==> config.mk <==
export PLATFORM = sky130hd
export DESIGN_NAME = decode_stage
export DESIGN_NICKNAME = d
export VERILOG_FILES = /design/src/rtl/decode_stage.sv
export SDC_FILE = /design/constraint.sdc
export NUM_CORES = 1
export LEC_CHECK = 0
export ABC_AREA = 1
export BUFFER_PORTS_ARGS = -buffer_cell sky130_fd_sc_hd__buf_2
export CORE_UTILIZATION = 60
export DETAILED_ROUTE_END_ITERATION = 16
export HOLD_SLACK_MARGIN = 0.03
export PLACE_DENSITY = 0.85
export RECOVER_POWER = 100
export SYNTH_ARGS = -nofsm -noshare
export SYNTH_HDL_FRONTEND = slang
export SYNTH_SLANG_ARGS = --single-unit
==> constraint.sdc <==
create_clock -name clock -period 9.9 [get_ports clock]
set_input_delay 0.99 -clock clock [delete_from_list [all_inputs] [get_ports clock]]
set_output_delay 0.99 -clock clock [all_outputs]
set_load 0.03 [all_outputs]
==> src/rtl/decode_stage.sv <==
// RV32I decode pipeline stage: registered decode fields behind a valid/ready
// handshake, with an optional 2-entry skid buffer for full throughput under backpressure.
module decode_stage #(
   parameter int PC_WIDTH   = 32,
   parameter bit SKID_EN    = 1'b1,
   parameter bit ZERO_RD_WE = 1'b1
) (
   input  logic                clock,
   input  logic                reset,
   input  logic                flush,
   input  logic                in_valid,
   output logic                in_ready,
   input  logic [31:0]         instr_raw,
   input  logic [PC_WIDTH-1:0] in_pc,
   output logic                out_valid,
   input  logic                out_ready,
   output logic [PC_WIDTH-1:0] out_pc,
   output logic [4:0]          rs1,
   output logic [4:0]          rs2,
   output logic [4:0]          rd,
   output logic [3:0]          alu_op,
   output logic                alu_src,
   output logic [31:0]         imm,
   output logic                branch,
   output logic [2:0]          funct3,
   output logic                jal,
   output logic                jalr,
   output logic                lui,
   output logic                auipc,
   output logic                mem_read,
   output logic                mem_write,
   output logic [1:0]          mem_size,
   output logic                mem_unsigned,
   output logic                reg_write,
   output logic                illegal
);

   localparam logic [3:0] ALU_ADD  = 4'd0;
   localparam logic [3:0] ALU_SUB  = 4'd1;
   localparam logic [3:0] ALU_AND  = 4'd2;
   localparam logic [3:0] ALU_OR   = 4'd3;
   localparam logic [3:0] ALU_XOR  = 4'd4;
   localparam logic [3:0] ALU_SLL  = 4'd5;
   localparam logic [3:0] ALU_SRL  = 4'd6;
   localparam logic [3:0] ALU_SRA  = 4'd7;
   localparam logic [3:0] ALU_SLT  = 4'd8;
   localparam logic [3:0] ALU_SLTU = 4'd9;
   localparam logic [3:0] ALU_NONE = 4'd15;

   localparam logic [6:0] OPC_LOAD   = 7'b0000011;
   localparam logic [6:0] OPC_STORE  = 7'b0100011;
   localparam logic [6:0] OPC_OP     = 7'b0110011;
   localparam logic [6:0] OPC_OP_IMM = 7'b0010011;
   localparam logic [6:0] OPC_BRANCH = 7'b1100011;
   localparam logic [6:0] OPC_JAL    = 7'b1101111;
   localparam logic [6:0] OPC_JALR   = 7'b1100111;
   localparam logic [6:0] OPC_LUI    = 7'b0110111;
   localparam logic [6:0] OPC_AUIPC  = 7'b0010111;

   typedef struct packed {
      logic [PC_WIDTH-1:0] pc;
      logic [4:0]          rs1;
      logic [4:0]          rs2;
      logic [4:0]          rd;
      logic [3:0]          alu_op;
      logic                alu_src;
      logic [31:0]         imm;
      logic                branch;
      logic [2:0]          funct3;
      logic                jal;
      logic                jalr;
      logic                lui;
      logic                auipc;
      logic                mem_read;
      logic                mem_write;
      logic [1:0]          mem_size;
      logic                mem_unsigned;
      logic                reg_write;
      logic                illegal;
   } dec_t;

   logic [6:0]  opcode;
   logic [2:0]  f3;
   logic [6:0]  f7;
   logic [31:0] imm_i, imm_s, imm_b, imm_u, imm_j;

   assign opcode = instr_raw[6:0];
   assign f3     = instr_raw[14:12];
   assign f7     = instr_raw[31:25];
   assign imm_i  = {{20{instr_raw[31]}}, instr_raw[31:20]};
   assign imm_s  = {{20{instr_raw[31]}}, instr_raw[31:25], instr_raw[11:7]};
   assign imm_b  = {{19{instr_raw[31]}}, instr_raw[31], instr_raw[7],
                    instr_raw[30:25], instr_raw[11:8], 1'b0};
   assign imm_u  = {instr_raw[31:12], 12'b0};
   assign imm_j  = {{11{instr_raw[31]}}, instr_raw[31], instr_raw[19:12],
                    instr_raw[20], instr_raw[30:21], 1'b0};

   dec_t dec_next;
   logic legal;
   logic writes_rd;

   always_comb begin
      dec_next        = '0;
      dec_next.pc     = in_pc;
      dec_next.rs1    = instr_raw[19:15];
      dec_next.rs2    = instr_raw[24:20];
      dec_next.rd     = instr_raw[11:7];
      dec_next.funct3 = f3;
      dec_next.alu_op = ALU_ADD;
      legal           = 1'b1;
      writes_rd       = 1'b0;
      case (opcode)
         OPC_LOAD: begin
            dec_next.imm          = imm_i;
            dec_next.alu_src      = 1'b1;
            dec_next.mem_read     = 1'b1;
            dec_next.mem_size     = f3[1:0];
            dec_next.mem_unsigned = f3[2];
            writes_rd             = 1'b1;
            legal                 = (f3 != 3'd3) && (f3 != 3'd6) && (f3 != 3'd7);
         end
         OPC_STORE: begin
            dec_next.imm       = imm_s;
            dec_next.alu_src   = 1'b1;
            dec_next.mem_write = 1'b1;
            dec_next.mem_size  = f3[1:0];
            legal              = (f3 <= 3'd2);
         end
         OPC_OP: begin
            writes_rd = 1'b1;
            case ({f7, f3})
               10'b0000000_000: dec_next.alu_op = ALU_ADD;
               10'b0100000_000: dec_next.alu_op = ALU_SUB;
               10'b0000000_001: dec_next.alu_op = ALU_SLL;
               10'b0000000_010: dec_next.alu_op = ALU_SLT;
               10'b0000000_011: dec_next.alu_op = ALU_SLTU;
               10'b0000000_100: dec_next.alu_op = ALU_XOR;
               10'b0000000_101: dec_next.alu_op = ALU_SRL;
               10'b0100000_101: dec_next.alu_op = ALU_SRA;
               10'b0000000_110: dec_next.alu_op = ALU_OR;
               10'b0000000_111: dec_next.alu_op = ALU_AND;
               default:         legal = 1'b0;
            endcase
         end
         OPC_OP_IMM: begin
            dec_next.imm     = imm_i;
            dec_next.alu_src = 1'b1;
            writes_rd        = 1'b1;
            case (f3)
               3'd0: dec_next.alu_op = ALU_ADD;
               3'd2: dec_next.alu_op = ALU_SLT;
               3'd3: dec_next.alu_op = ALU_SLTU;
               3'd4: dec_next.alu_op = ALU_XOR;
               3'd6: dec_next.alu_op = ALU_OR;
               3'd7: dec_next.alu_op = ALU_AND;
               3'd1: begin
                  dec_next.alu_op = ALU_SLL;
                  legal           = (f7 == 7'b0000000);
               end
               default: begin
                  // funct7 bit 5 picks arithmetic vs logical right shift
                  dec_next.alu_op = f7[5] ? ALU_SRA : ALU_SRL;
                  legal           = (f7 == 7'b0000000) || (f7 == 7'b0100000);
               end
            endcase
         end
         OPC_BRANCH: begin
            dec_next.imm    = imm_b;
            dec_next.alu_op = ALU_SUB;
            dec_next.branch = 1'b1;
            legal           = (f3 != 3'd2) && (f3 != 3'd3);
         end
         OPC_JAL: begin
            dec_next.imm = imm_j;
            dec_next.jal = 1'b1;
            writes_rd    = 1'b1;
         end
         OPC_JALR: begin
            dec_next.imm     = imm_i;
            dec_next.alu_src = 1'b1;
            dec_next.jalr    = 1'b1;
            writes_rd        = 1'b1;
            legal            = (f3 == 3'd0);
         end
         OPC_LUI: begin
            dec_next.imm     = imm_u;
            dec_next.alu_src = 1'b1;
            dec_next.lui     = 1'b1;
            writes_rd        = 1'b1;
         end
         OPC_AUIPC: begin
            dec_next.imm     = imm_u;
            dec_next.alu_src = 1'b1;
            dec_next.auipc   = 1'b1;
            writes_rd        = 1'b1;
         end
         default: legal = 1'b0;
      endcase
      // Illegal words keep only the raw register/funct3 fields and pc
      if (!legal) begin
         dec_next.alu_op       = ALU_NONE;
         dec_next.alu_src      = 1'b0;
         dec_next.imm          = '0;
         dec_next.branch       = 1'b0;
         dec_next.jal          = 1'b0;
         dec_next.jalr         = 1'b0;
         dec_next.lui          = 1'b0;
         dec_next.auipc        = 1'b0;
         dec_next.mem_read     = 1'b0;
         dec_next.mem_write    = 1'b0;
         dec_next.mem_size     = 2'd0;
         dec_next.mem_unsigned = 1'b0;
         dec_next.illegal      = 1'b1;
      end
      dec_next.reg_write = writes_rd && legal && (!ZERO_RD_WE || (instr_raw[11:7] != 5'd0));
   end

   dec_t out_reg, skid_reg;
   logic out_valid_reg, skid_valid_reg;
   logic accept, retire;

   generate
      if (SKID_EN) begin : g_skid_ready
         assign in_ready = !skid_valid_reg;
      end else begin : g_single_ready
         assign in_ready = !out_valid_reg || out_ready;
      end
   endgenerate

   assign accept = in_valid && in_ready;
   assign retire = out_valid_reg && out_ready;

   always_ff @(posedge clock or posedge reset) begin
      if (reset) begin
         out_valid_reg  <= 1'b0;
         skid_valid_reg <= 1'b0;
         out_reg        <= '0;
         skid_reg       <= '0;
      end else if (flush) begin
         out_valid_reg  <= 1'b0;
         skid_valid_reg <= 1'b0;
      end else if (!out_valid_reg || retire) begin
         // Output slot frees up: older skid word first, else the new word
         if (skid_valid_reg) begin
            out_reg        <= skid_reg;
            out_valid_reg  <= 1'b1;
            skid_valid_reg <= 1'b0;
         end else if (accept) begin
            out_reg       <= dec_next;
            out_valid_reg <= 1'b1;
         end else begin
            out_valid_reg <= 1'b0;
         end
      end else if (accept && SKID_EN) begin
         skid_reg       <= dec_next;
         skid_valid_reg <= 1'b1;
      end
   end

   assign out_valid    = out_valid_reg;
   assign out_pc       = out_reg.pc;
   assign rs1          = out_reg.rs1;
   assign rs2          = out_reg.rs2;
   assign rd           = out_reg.rd;
   assign alu_op       = out_reg.alu_op;
   assign alu_src      = out_reg.alu_src;
   assign imm          = out_reg.imm;
   assign branch       = out_reg.branch;
   assign funct3       = out_reg.funct3;
   assign jal          = out_reg.jal;
   assign jalr         = out_reg.jalr;
   assign lui          = out_reg.lui;
   assign auipc        = out_reg.auipc;
   assign mem_read     = out_reg.mem_read;
   assign mem_write    = out_reg.mem_write;
   assign mem_size     = out_reg.mem_size;
   assign mem_unsigned = out_reg.mem_unsigned;
   assign reg_write    = out_reg.reg_write;
   assign illegal      = out_reg.illegal;

endmodule

* After elaboration in Yosys (flattened, before gate mapping)
Cells that the tools add are included.
W data, S select, Z words.
** Word-level totals
- Register bits :: 200
- Input bits :: 69
- Logic and storage cells :: 131
** Cells by class
- Magnitude comparators :: 1
- Eq/ne operators :: 29
- Mux-type cells :: 31
- Bitwise gates (word level) :: 2
- Reduce and logical (&&, ||, !) cells :: 28
** Operators with widths (count)
- $mux W99 :: 2
- $pmux W32 S5 :: 1
- $eq A10 B3 Y1 const B :: 4
- $mux W38 :: 1
- $pmux W4 S9 :: 1
- $eq A7 B6 Y1 const B :: 4
- $pmux W4 S7 :: 1
- $eq A7 B7 Y1 const B :: 3
- $eq A10 B2 Y1 const B :: 2
- $eq A10 B9 Y1 const B :: 2
- $mux W1 :: 20
- $eq A7 B5 Y1 const B :: 2
- $pmux W4 S3 :: 1
- $reduce_or A6 Y1 :: 2
- $eq A10 B1 Y1 const B :: 1
- $logic_not A10 Y1 :: 1
- $reduce_or A10 Y1 :: 1
- $eq A3 B3 Y1 const B :: 3
- $mux W9 :: 1
- $eq A7 B2 Y1 const B :: 1
- $logic_and A1 B1 Y1 :: 7
- $logic_not A7 Y1 :: 1
- $pmux W1 S7 :: 1
- $reduce_or A7 Y1 :: 1
- 17 further kinds :: 27

* Longest topological paths before layout
Gate-level depths: netlist of the first run.
- Depth after elaboration :: 8
- Mapped depth :: 14

* Worst setup path before layout of the first run
OpenSTA, ideal clock, no wires.
- Path type :: reg2out
- Start point :: register skid_valid_reg
- End point :: output port in_ready
- Data arrival time :: 1.384 ns
- Path slack :: 7.526 ns
- Stages on the path, launching flop included :: 5
- Buffers on the path :: 3
- Cells stage by stage :: dfrtp_1 > buf_2 > inv_1 > clkbuf_1 > buf_1
** On the way
- Word-level cells in the longest chain between the ends :: 1
** RTL lines
- start: declaration :: line 219 : logic out_valid_reg, skid_valid_reg;
- start signal: assignment :: line 236 : skid_valid_reg <= 1'b0;
- start signal: assignment :: line 241 : skid_valid_reg <= 1'b0;
- start signal: assignment :: line 247 : skid_valid_reg <= 1'b0;
- $logic_not A1 Y1 :: line 224 : assign in_ready = !skid_valid_reg;
- end: declaration :: line 12 : output logic in_ready,
Every way passes these cells.

* Worst setup path after layout of the first run
- Start point :: input port out_ready
- End point :: register skid_reg[43] in the netlist's numbering
** On the way
- Word-level cells in the longest chain between the ends :: 4
** RTL lines
- start: declaration :: line 16 : input logic out_ready,
- $logic_and A1 B1 Y1 :: line 231 : assign retire = out_valid_reg && out_ready;
- $logic_or A1 B1 Y1 :: line 242 : end else if (!out_valid_reg || retire) begin
- $not A1 Y1 (no line)
- $reduce_and A3 Y1 (no line)
- end signal: assignment :: line 255 : skid_reg <= dec_next;
- end: declaration :: line 218 : dec_t out_reg, skid_reg;
Every way passes these cells.
A chain may end at the register's enable or synchronous reset.

==> flow_metrics.py, run 1 <==
metrics = {
    "clock_network": {
        "clkTransAtPathRegs_ns": 0.06,
        "numCtsBuffers": 17,
        "ctsResizeCount": 0,
        "cts_root_buf": "clkbuf_16",
        "hold_buffers": 0,
        "tritoncts": "done",
        "clk_path_buf_depth": 2,
        "ctsHtreeMaxLevel": 4,
        "clock-sinks": 200,
        "cts_setup_buffers": 0,
        "clk_latency_ns": 0.43,
    },
    "floorplanning": {
        "die_h_microns": 128,
        "boundaryPins": 170,
        "rows": 45,
        "floorplan.initialDensity": 0.623,
        "die_w_microns": 128,
        "core-area_sq_um": 15400,
        "die_area_sq_um": 16500,
    },
    "routing": {
        "drc": 0,
        "postRouteAntennaNets": 0,
        "drtIter0Drc": 895,
        "wirelength_microns": 23500,
        "firstDrtPassIters": 5,
        "vias": 8603,
        "wl_per_cell_microns": 14.6,
        "routed_via_density": 5.32,
    },
    "finish": {
        "fillers": 1327,
        "drive_above_1_share": 0.0868,
        "area_growth_pct": 13.1,
        "diodes": 0,
        "multi_input_area_sq_um": 3890,
        "seq_area_sq_um": 5000,
        "largest_reg_flops": 99,
        "layout.nets": 1462,
    },
    "sta": {
        "slew_headroom": -3.22,
        "post-route-period-util": 0.589,
        "hold_slack_ns": 0.480,
        "rsz0062_at_grt": "false",
        "max_freq_mhz": 172,
        "tightest_slew_ns": 6.29,
        "hold_violations": 0,
        "setup_viol": 0,
        "drv_slew": 519,
        "period_minus_slack_ns": 5.83,
        "fin_tns_setup_ns": 0,
        "fin_skew_ns": 0.00728,
    },
    "synthesis": {
        "synthCells": 1275,
        "async_flop_share": 1.00,
        "synthTopCellsByArea": "dfrtp_1 52%, nand2_1 19%, o21ai_0 9.1%",
        "synth_edf_count": 0,
        "postSynthRegisterBits": 200,
        "seq_area_frac_synth": 0.522,
        "ys_warn_count": 0,
        "ys_types": 31,
        "synth_commonest_cells": "485 x nand2_1, 200 x dfrtp_1, 174 x o21ai_0",
        "synth.top_cell.area_share": 0.522,
        "synth-main-ff-cell": "dfrtp_1",
        "avgSynthCellArea_sq_um": 7.52,
        "netlist_area_sq_um": 9580,
        "synth_top_cell_by_area": "dfrtp_1",
        "synth_fp_nets": 1344,
        "yosysMostFrequentCell": "nand2_1",
    },
    "place": {
        "gp_congestion": 0.921,
        "dp_hpwl_microns": 15400,
        "io_buffer_count": 169,
    },
    "setup_path": {
        "path_class": "primary input to flop",
        "cp_data_required_time_ns": 10.17,
        "worstSetupStartpoint": "out_ready",
        "cp-start-kind": "primary input",
        "end_kind": "flop",
        "arrival_ns": 6.10,
        "reg2reg_from": "out_valid$_DFFE_PP0N_",
        "critPathMaxFanout": 92,
    },
    "global_routing": {
        "overflow": 0,
        "grt_pass1_wl_microns": 38200,
        "met2_usage": 0.474,
        "groute.usage.overall": 0.296,
        "top_usage_layer": "met2",
        "grt_max_degree": 148,
        "use_met1": 0.414,
        "grt_pass1_vias": 7703,
        "grt_use_met3": 0.0437,
        "antenna_found_initial": 0,
    },
    "run_status": {
        "status": "complete, but fails checks",
        "violations": "capacitance limit, slew limit",
    },
    "pwr": {
        "vdd_ir_drop_max_v": 0.000133,
        "power_leakage_uw": 0.00595,
        "power_density_nw_per_um2": 188,
    },
    "flow_run": {
        "maxCapViolations": 5,
    },
    "worst_hold_path": {
        "hold_path_class": "flop to flop",
        "min_from": "imm[20]$_DFFE_PP0P_",
    },
}
-- through the flow --
| stage | cells | worst slack (ns) | cell area (sq um) | total power (uW) | util |
|---|---|---|---|---|---|
| final | 1617 | 4.07 | 10800 | 2040 | 0.705 |
| after detailed placement | 1585 | 6.29 | 10400 | 1360 | 0.678 |
| after CTS | 1617 | 6.25 | 11000 | 2050 | 0.716 |
| after floorplan | 1275 | 3.46 | 9580 | 1240 | - |
| after global routing | 1617 | 3.49 | 10800 | 2130 | 0.705 |
| after global placement | 1585 | 6.34 | 10400 | 1350 | 0.678 |
-- path summary, 6_finish.rpt --
path / endpoint / slack, ns / cells after the start
max: skid_reg[43]$_DFFE_PP0P_ / 4.07 / 10
min: imm[20]$_DFFE_PP0P_ / 0.48 / 2
max reg2reg: skid_reg[43]$_DFFE_PP0P_ / 4.35 / 10
min reg2reg: imm[20]$_DFFE_PP0P_ / 0.48 / 2
max in group asynchronous: skid_reg[48]$_DFFE_PP0P_ / 4.61 / 2
min in group asynchronous: imm[24]$_DFFE_PP0P_ / 2.53 / 2
-- cells in the final DEF (no fill, tap or decap), types with 5 or more instances in the layout --
cell       netlist  layout
nor2_1         124     125
buf_2            9      68
o21ai_0        174     207
nand2_1        485     485
clkbuf_16        0      17
nand3_1         30      31
o22ai_1          5       5
clkbuf_1        52     104
inv_1           86      83
dfrtp_1        200     200
a21oi_1         18      18
nor3_1           8       8
-- cells by family after synthesis --
group | count (synthesis) | synth area share
AOI/OAI and AO/OA | 239 | 0.127
buffers and inverters | 165 | 0.0693
DFF | 200 | 0.522
and+or+nand+nor | 671 | 0.281
-- metal layers --
layer | wire length (microns) | up-vias
met5 | 0 | -
li1 | - | 4244
met1 | 10700 | 3997
met2 | 11000 | 318
met3 | 1320 | 44
met4 | 595 | 0
-- worst max-delay path, cell delays in order --
cell	delay (ns)
buf_2	0.10
nor2_1	0.09
inv_1	0.06
nor2_1	0.14
nand2_1	0.12
nor2_1	0.92
clkinvlp_2	2.33
buf_4	1.06
nand2_1	0.15
o21ai_0	0.10
-- power by group --
part / total [uW] / internal [uW] / switching, uW
clock network: 696 / 383 / 313
registers: 991 / 930 / 60.9
logic: 351 / 94.8 / 256
total: 2040 / 1410 / 630
-- final cells by class --
cell class                 instances  area share
timing repair buffer             173      0.0688
multi-input combinational        910       0.359
clock inverter                    12      0.0126
tap                              211      0.0244
inverter                          91      0.0320
clock buffer                      20      0.0412
sequential                       200       0.462
No activity file was read; power rests on OpenSTA's default activity.
==> run 2: changes to the inputs <==
--- a/config.mk
+++ b/config.mk
@@ -5,12 +5,12 @@
 export SDC_FILE = /design/constraint.sdc
 export NUM_CORES = 1
 export LEC_CHECK = 0
-export ABC_AREA = 1
+export ABC_AREA = 0
 export BUFFER_PORTS_ARGS = -buffer_cell sky130_fd_sc_hd__buf_2
-export CORE_UTILIZATION = 60
+export CORE_UTILIZATION = 56
 export DETAILED_ROUTE_END_ITERATION = 16
 export HOLD_SLACK_MARGIN = 0.03
-export PLACE_DENSITY = 0.85
+export PLACE_DENSITY = 0.8
 export RECOVER_POWER = 100
 export SYNTH_ARGS = -nofsm -noshare
 export SYNTH_HDL_FRONTEND = slang
==> constraint.sdc (replaced) <==
create_clock -name clock -period 6.1 [get_ports clock]
set_input_delay 0.61 -clock clock [delete_from_list [all_inputs] [get_ports clock]]
set_output_delay 0.61 -clock clock [all_outputs]
set_load 0.03 [all_outputs]
==> flow_metrics.py, run 2 <==
metrics = {
    "finish": {
        "layout.nets": 1166,
        "area_growth_pct": 14.4,
        "mostFrequentLayoutCells": "263 x nand2_1, 200 x dfrtp_1, 102 x clkbuf_1",
        "design_area_sq_um": 10500,
        "largest_reg_flops": 99,
        "drive_above_1_share": 0.115,
        "final_common_cell": "nand2_1",
        "fin_util": 0.661,
    },
    "clock_network": {
        "cts_setup_buffers": 0,
        "clk_path_buf_depth": 2,
        "clk_latency_ns": 0.43,
        "numCtsBuffers": 17,
        "hold_buffers": 0,
        "clock-sinks": 200,
        "ctsHtreeMaxLevel": 4,
        "ctsResizeCount": 0,
        "clkTransAtPathRegs_ns": 0.08,
        "cts_root_buf": "clkbuf_16",
        "tritoncts": "done",
    },
    "floorplanning": {
        "floorplan.initialDensity": 0.577,
        "die_area_sq_um": 17000,
        "die_h_microns": 130,
        "boundaryPins": 170,
        "core-area_sq_um": 15900,
        "die_w_microns": 130,
        "rows": 46,
    },
    "global_routing": {
        "grt_use_met3": 0.0677,
        "top_usage_layer": "met2",
        "grt_max_degree": 130,
        "groute.usage.overall": 0.281,
        "met2_usage": 0.441,
        "use_met1": 0.376,
        "grt_pass1_wl_microns": 36500,
        "antenna_found_initial": 4,
        "overflow": 0,
        "grt_pass1_vias": 7118,
    },
    "synthesis": {
        "avgSynthCellArea_sq_um": 9.39,
        "synthCells": 980,
        "ys_warn_count": 0,
        "synth_commonest_cells": "264 x nand2_1, 200 x dfrtp_1, 84 x o21ai_0",
        "yosysMostFrequentCell": "nand2_1",
        "synthTopCellsByArea": "dfrtp_1 54%, nand2_1 11%, mux2i_1 5.5%",
        "seq_area_frac_synth": 0.544,
        "synth_fp_nets": 1049,
        "synth_edf_count": 0,
        "postSynthRegisterBits": 200,
        "ys_types": 60,
        "synth.top_cell.area_share": 0.544,
        "netlist_area_sq_um": 9210,
        "synth_top_cell_by_area": "dfrtp_1",
        "async_flop_share": 1.00,
        "synth-main-ff-cell": "dfrtp_1",
    },
    "routing": {
        "drtIter0Drc": 610,
        "wl_per_cell_microns": 17.7,
        "firstDrtPassIters": 5,
        "vias": 7710,
        "drc": 0,
        "wirelength_microns": 23500,
        "postRouteAntennaNets": 0,
        "routed_via_density": 5.80,
    },
    "run_status": {
        "violations": "capacitance limit, slew limit",
        "status": "complete, but fails checks",
    },
    "setup_path": {
        "critPathMaxFanout": 42,
        "timing.rr.end": "imm[22]$_DFFE_PP0P_",
        "reg2reg_from": "skid_valid_reg$_DFFE_PP0P_",
        "reg2reg_depth": 5,
        "end_kind": "flop",
        "cp-start-kind": "flop",
        "path_class": "flop to flop",
        "arrival_ns": 4.82,
        "r2r_setup_slack_ns": 1.62,
        "cp_data_required_time_ns": 6.44,
    },
    "sta": {
        "slew_headroom": -0.536,
        "drv_slew": 43,
        "hold_violations": 0,
        "post-route-period-util": 0.735,
        "rsz0062_at_grt": "false",
        "fin_skew_ns": 0.00813,
        "tightest_slew_ns": 2.30,
        "max_freq_mhz": 223,
        "period_minus_slack_ns": 4.48,
        "setup_viol": 0,
        "fin_tns_setup_ns": 0,
        "hold_slack_ns": 0.374,
    },
    "pwr": {
        "power_leakage_uw": 0.00476,
        "vdd_ir_drop_max_v": 0.000218,
        "power_density_nw_per_um2": 313,
    },
    "worst_hold_path": {
        "hold_path_class": "primary input to async pin",
    },
    "place": {
        "placed_area_sq_um": 10100,
        "gp_congestion": 0.915,
        "io_buffer_count": 169,
        "dp_hpwl_microns": 14900,
    },
    "flow_run": {
        "maxCapViolations": 1,
    },
}
-- run 2: metrics by stage --
step / worst slack [ns] / total power, uW / instances
detailed placement: 3.11 / 2170 / 1294
floorplan: 0.0360 / 1970 / 980
finish: 1.62 / 3290 / 1329
global placement: 3.16 / 2140 / 1294
CTS: 2.81 / 3330 / 1326
global route: 1.38 / 3440 / 1327
-- run 2: area by class of cell --
class                   instances  area [sq um]
inverters                       5          26.3
flip-flops and latches        200          5000
well taps                     216           270
multi-input cells             698          3850
diodes                          3          7.51
repair buffers                175           761
clock inverters                15           186
clock buffers                  17           425
fillers                      1358          5410
-- run 2: layer usage --
| layer | routed length (microns) | share of wire | up-vias |
|---|---|---|---|
| li1 | - | - | 3640 |
| met1 | 9980 | 0.42 | 3726 |
| met2 | 11200 | 0.48 | 282 |
| met3 | 1640 | 0.070 | 58 |
| met4 | 663 | 0.028 | 4 |
| met5 | 17 | 0.00072 | - |
-- run 2: cell families after synthesis --
group | count (synthesis) | share of synthesized area
simple gates | 386 | 0.184
compound gates | 257 | 0.174
flops | 200 | 0.544
buf+inv | 82 | 0.0379
mux | 54 | 0.0591
xor+xnor | 1 | 0.000952
-- run 2: where the power goes --
group	total [uW]	internal, uW	switching, uW
logic	546	146	400
registers	1580	1490	94.3
clock network	1170	624	541
total	3290	2260	1040
-- run 2: how the worst max path moves through the flow --
stage / depth (start not counted) / start / slack, ns / endpoint
2_1_floorplan: 1 / reset / 0.04 / alu_op[0]$_DFFE_PP0P_
3_3_place_gp: 6 / instr_raw[6] / 3.16 / imm[9]$_DFFE_PP0P_
3_5_place_dp: 6 / instr_raw[6] / 3.11 / skid_reg[44]$_DFFE_PP0P_
4_1_cts: 3 / skid_valid_reg$_DFFE_PP0P_ / 2.81 / in_ready
5_1_grt: 5 / skid_valid_reg$_DFFE_PP0P_ / 1.38 / skid_reg[43]$_DFFE_PP0P_
6_report: 5 / skid_valid_reg$_DFFE_PP0P_ / 1.62 / imm[22]$_DFFE_PP0P_
-- run 2: critical path, stage by stage (launching register included) --
cell and delay [ns]:
dfrtp_1 1.89, nor2_1 0.34, or3_4 0.65, nor2_1 0.63, o21ai_1 0.53, o22ai_1 0.32
==> run 3: changes to the inputs <==
==> constraint.sdc (replaced) <==
create_clock -name clock -period 4.15 [get_ports clock]
set_input_delay 0.415 -clock clock [delete_from_list [all_inputs] [get_ports clock]]
set_output_delay 0.415 -clock clock [all_outputs]
set_load 0.03 [all_outputs]
==> flow_metrics.py, run 3 (synthesized netlist as in run 2, its figures left out) <==
metrics = {
    "setup_path": {
        "worstSetupStartpoint": "skid_valid_reg$_DFFE_PP0P_",
        "path_class": "flop to flop",
        "end_kind": "flop",
        "critPathMaxFanout": 52,
        "reg2reg_from": "skid_valid_reg$_DFFE_PP0P_",
        "cp-start-kind": "flop",
        "cp_data_required_time_ns": 4.42,
        "r2r_setup_slack_ns": 0.94,
        "arrival_ns": 3.48,
    },
    "place": {
        "place_inst": 1299,
        "dp_hpwl_microns": 15100,
        "gp_congestion": 0.914,
        "placed_area_sq_um": 10100,
        "io_buffer_count": 169,
    },
    "finish": {
        "largest_reg_flops": 99,
        "fillers": 1374,
        "final_cells": 1331,
        "seq_area_sq_um": 5000,
        "diodes": 0,
        "layout.nets": 1171,
        "final_common_cell": "nand2_1",
        "area_growth_pct": 14.2,
        "drive_above_1_share": 0.116,
        "multi_input_area_sq_um": 3830,
        "design_area_sq_um": 10500,
        "fin_util": 0.659,
        "mostFrequentLayoutCells": "263 x nand2_1, 200 x dfrtp_1, 104 x clkbuf_1",
    },
    "sta": {
        "setup_viol": 0,
        "tightest_slew_ns": 1.60,
        "fin_tns_setup_ns": 0,
        "fin_skew_ns": 0.00632,
        "hold_violations": 0,
        "post-route-period-util": 0.773,
        "drv_slew": 87,
        "rsz0062_at_grt": "false",
        "max_freq_mhz": 312,
        "slew_headroom": -0.0671,
        "period_minus_slack_ns": 3.21,
    },
    "worst_hold_path": {
        "hold_path_class": "primary input to flop",
        "min_from": "in_pc[1]",
    },
    "run_status": {
        "status": "complete, but fails checks",
        "violations": "capacitance limit, slew limit",
    },
    "clock_network": {
        "clk_latency_ns": 0.44,
        "clock-sinks": 200,
        "hold_buffers": 0,
        "cts_setup_buffers": 0,
        "cts_root_buf": "clkbuf_16",
        "numCtsBuffers": 17,
        "ctsHtreeMaxLevel": 4,
        "ctsResizeCount": 0,
        "clkTransAtPathRegs_ns": 0.08,
        "tritoncts": "done",
        "clk_path_buf_depth": 2,
    },
    "global_routing": {
        "grt_pass1_vias": 6996,
        "overflow": 0,
        "antenna_found_initial": 0,
        "grt_pass1_wl_microns": 36900,
        "groute.usage.overall": 0.286,
        "grt_max_degree": 201,
    },
    "routing": {
        "firstDrtPassIters": 5,
        "postRouteAntennaNets": 0,
        "vias": 7666,
        "wl_per_cell_microns": 17.6,
        "drtIter0Drc": 583,
        "drc": 0,
        "routed_via_density": 5.76,
        "wirelength_microns": 23400,
    },
    "floorplanning": {
        "die_w_microns": 130,
        "boundaryPins": 170,
        "die_area_sq_um": 17000,
        "rows": 46,
        "die_h_microns": 130,
        "floorplan.initialDensity": 0.577,
        "core-area_sq_um": 15900,
    },
    "pwr": {
        "vdd_ir_drop_max_v": 0.000289,
        "total_power_uw": 4780,
        "power_density_nw_per_um2": 454,
        "power_leakage_uw": 0.00474,
    },
    "flow_run": {
        "maxCapViolations": 2,
    },
}
## run 3: cell count changes in the layout (fill, tap and decap cells not counted), sizes merged
cell / previous run / this run
buf: 72 / 73
bufinv: 2 / 1
clkbuf: 120 / 124
clkinv: 5 / 3
clkinvlp: 1 / 4
diode: 3 / 0
## run 3: critical path, cell delays in order (launching register included)
cell and delay (ns):
dfrtp_1 0.78, buf_4 0.68, clkbuf_2 1.15, mux2i_1 0.30, o21ai_0 0.10
## run 3: final timing paths
| path | cells after the start | end |
|---|---|---|
| setup / recovery | 4 | rs1[4]$_DFFE_PP0P_ |
| hold / removal | 3 | skid_reg[68]$_DFFE_PP0P_ |
| setup reg to reg | 4 | rs1[4]$_DFFE_PP0P_ |
| hold reg to reg | 2 | skid_reg[32]$_DFFE_PP0P_ |
| max in group asynchronous | 3 | skid_reg[64]$_DFFE_PP0P_ |
| min in group asynchronous | 3 | out_valid$_DFFE_PP0N_ |
## run 3: power by group
| group | switching (uW) | total, uW | internal (uW) | leakage (uW) |
|---|---|---|---|---|
| Clock | 799 | 1650 | 854 | 0.000280 |
| Sequential | 135 | 2320 | 2190 | 0.00258 |
| Combinational | 586 | 802 | 216 | 0.00189 |
## run 3: stage by stage
stage                     hold WS, ns  worst slack [ns]
final                           0.174             0.944
after detailed placement        0.457              1.41
after CTS                       0.165              1.57
after global placement          0.452              1.48
after global routing            0.167             0.750
after floorplan                 0.440              1.15
## run 3: cell type report
cell class / count / area share
multi-input cells: 698 / 0.365
inverters: 5 / 0.00190
flip-flops and latches: 200 / 0.476
repair buffers: 180 / 0.0757
clock buffers: 17 / 0.0405
well taps: 216 / 0.0257
clock inverters: 15 / 0.0152
## run 3: per-layer routing
layer,global-route usage,part of all wire
met3,0.0660,0.070
met5,0,0
met4,0.109,0.027
met1,0.401,0.43
met2,0.433,0.47
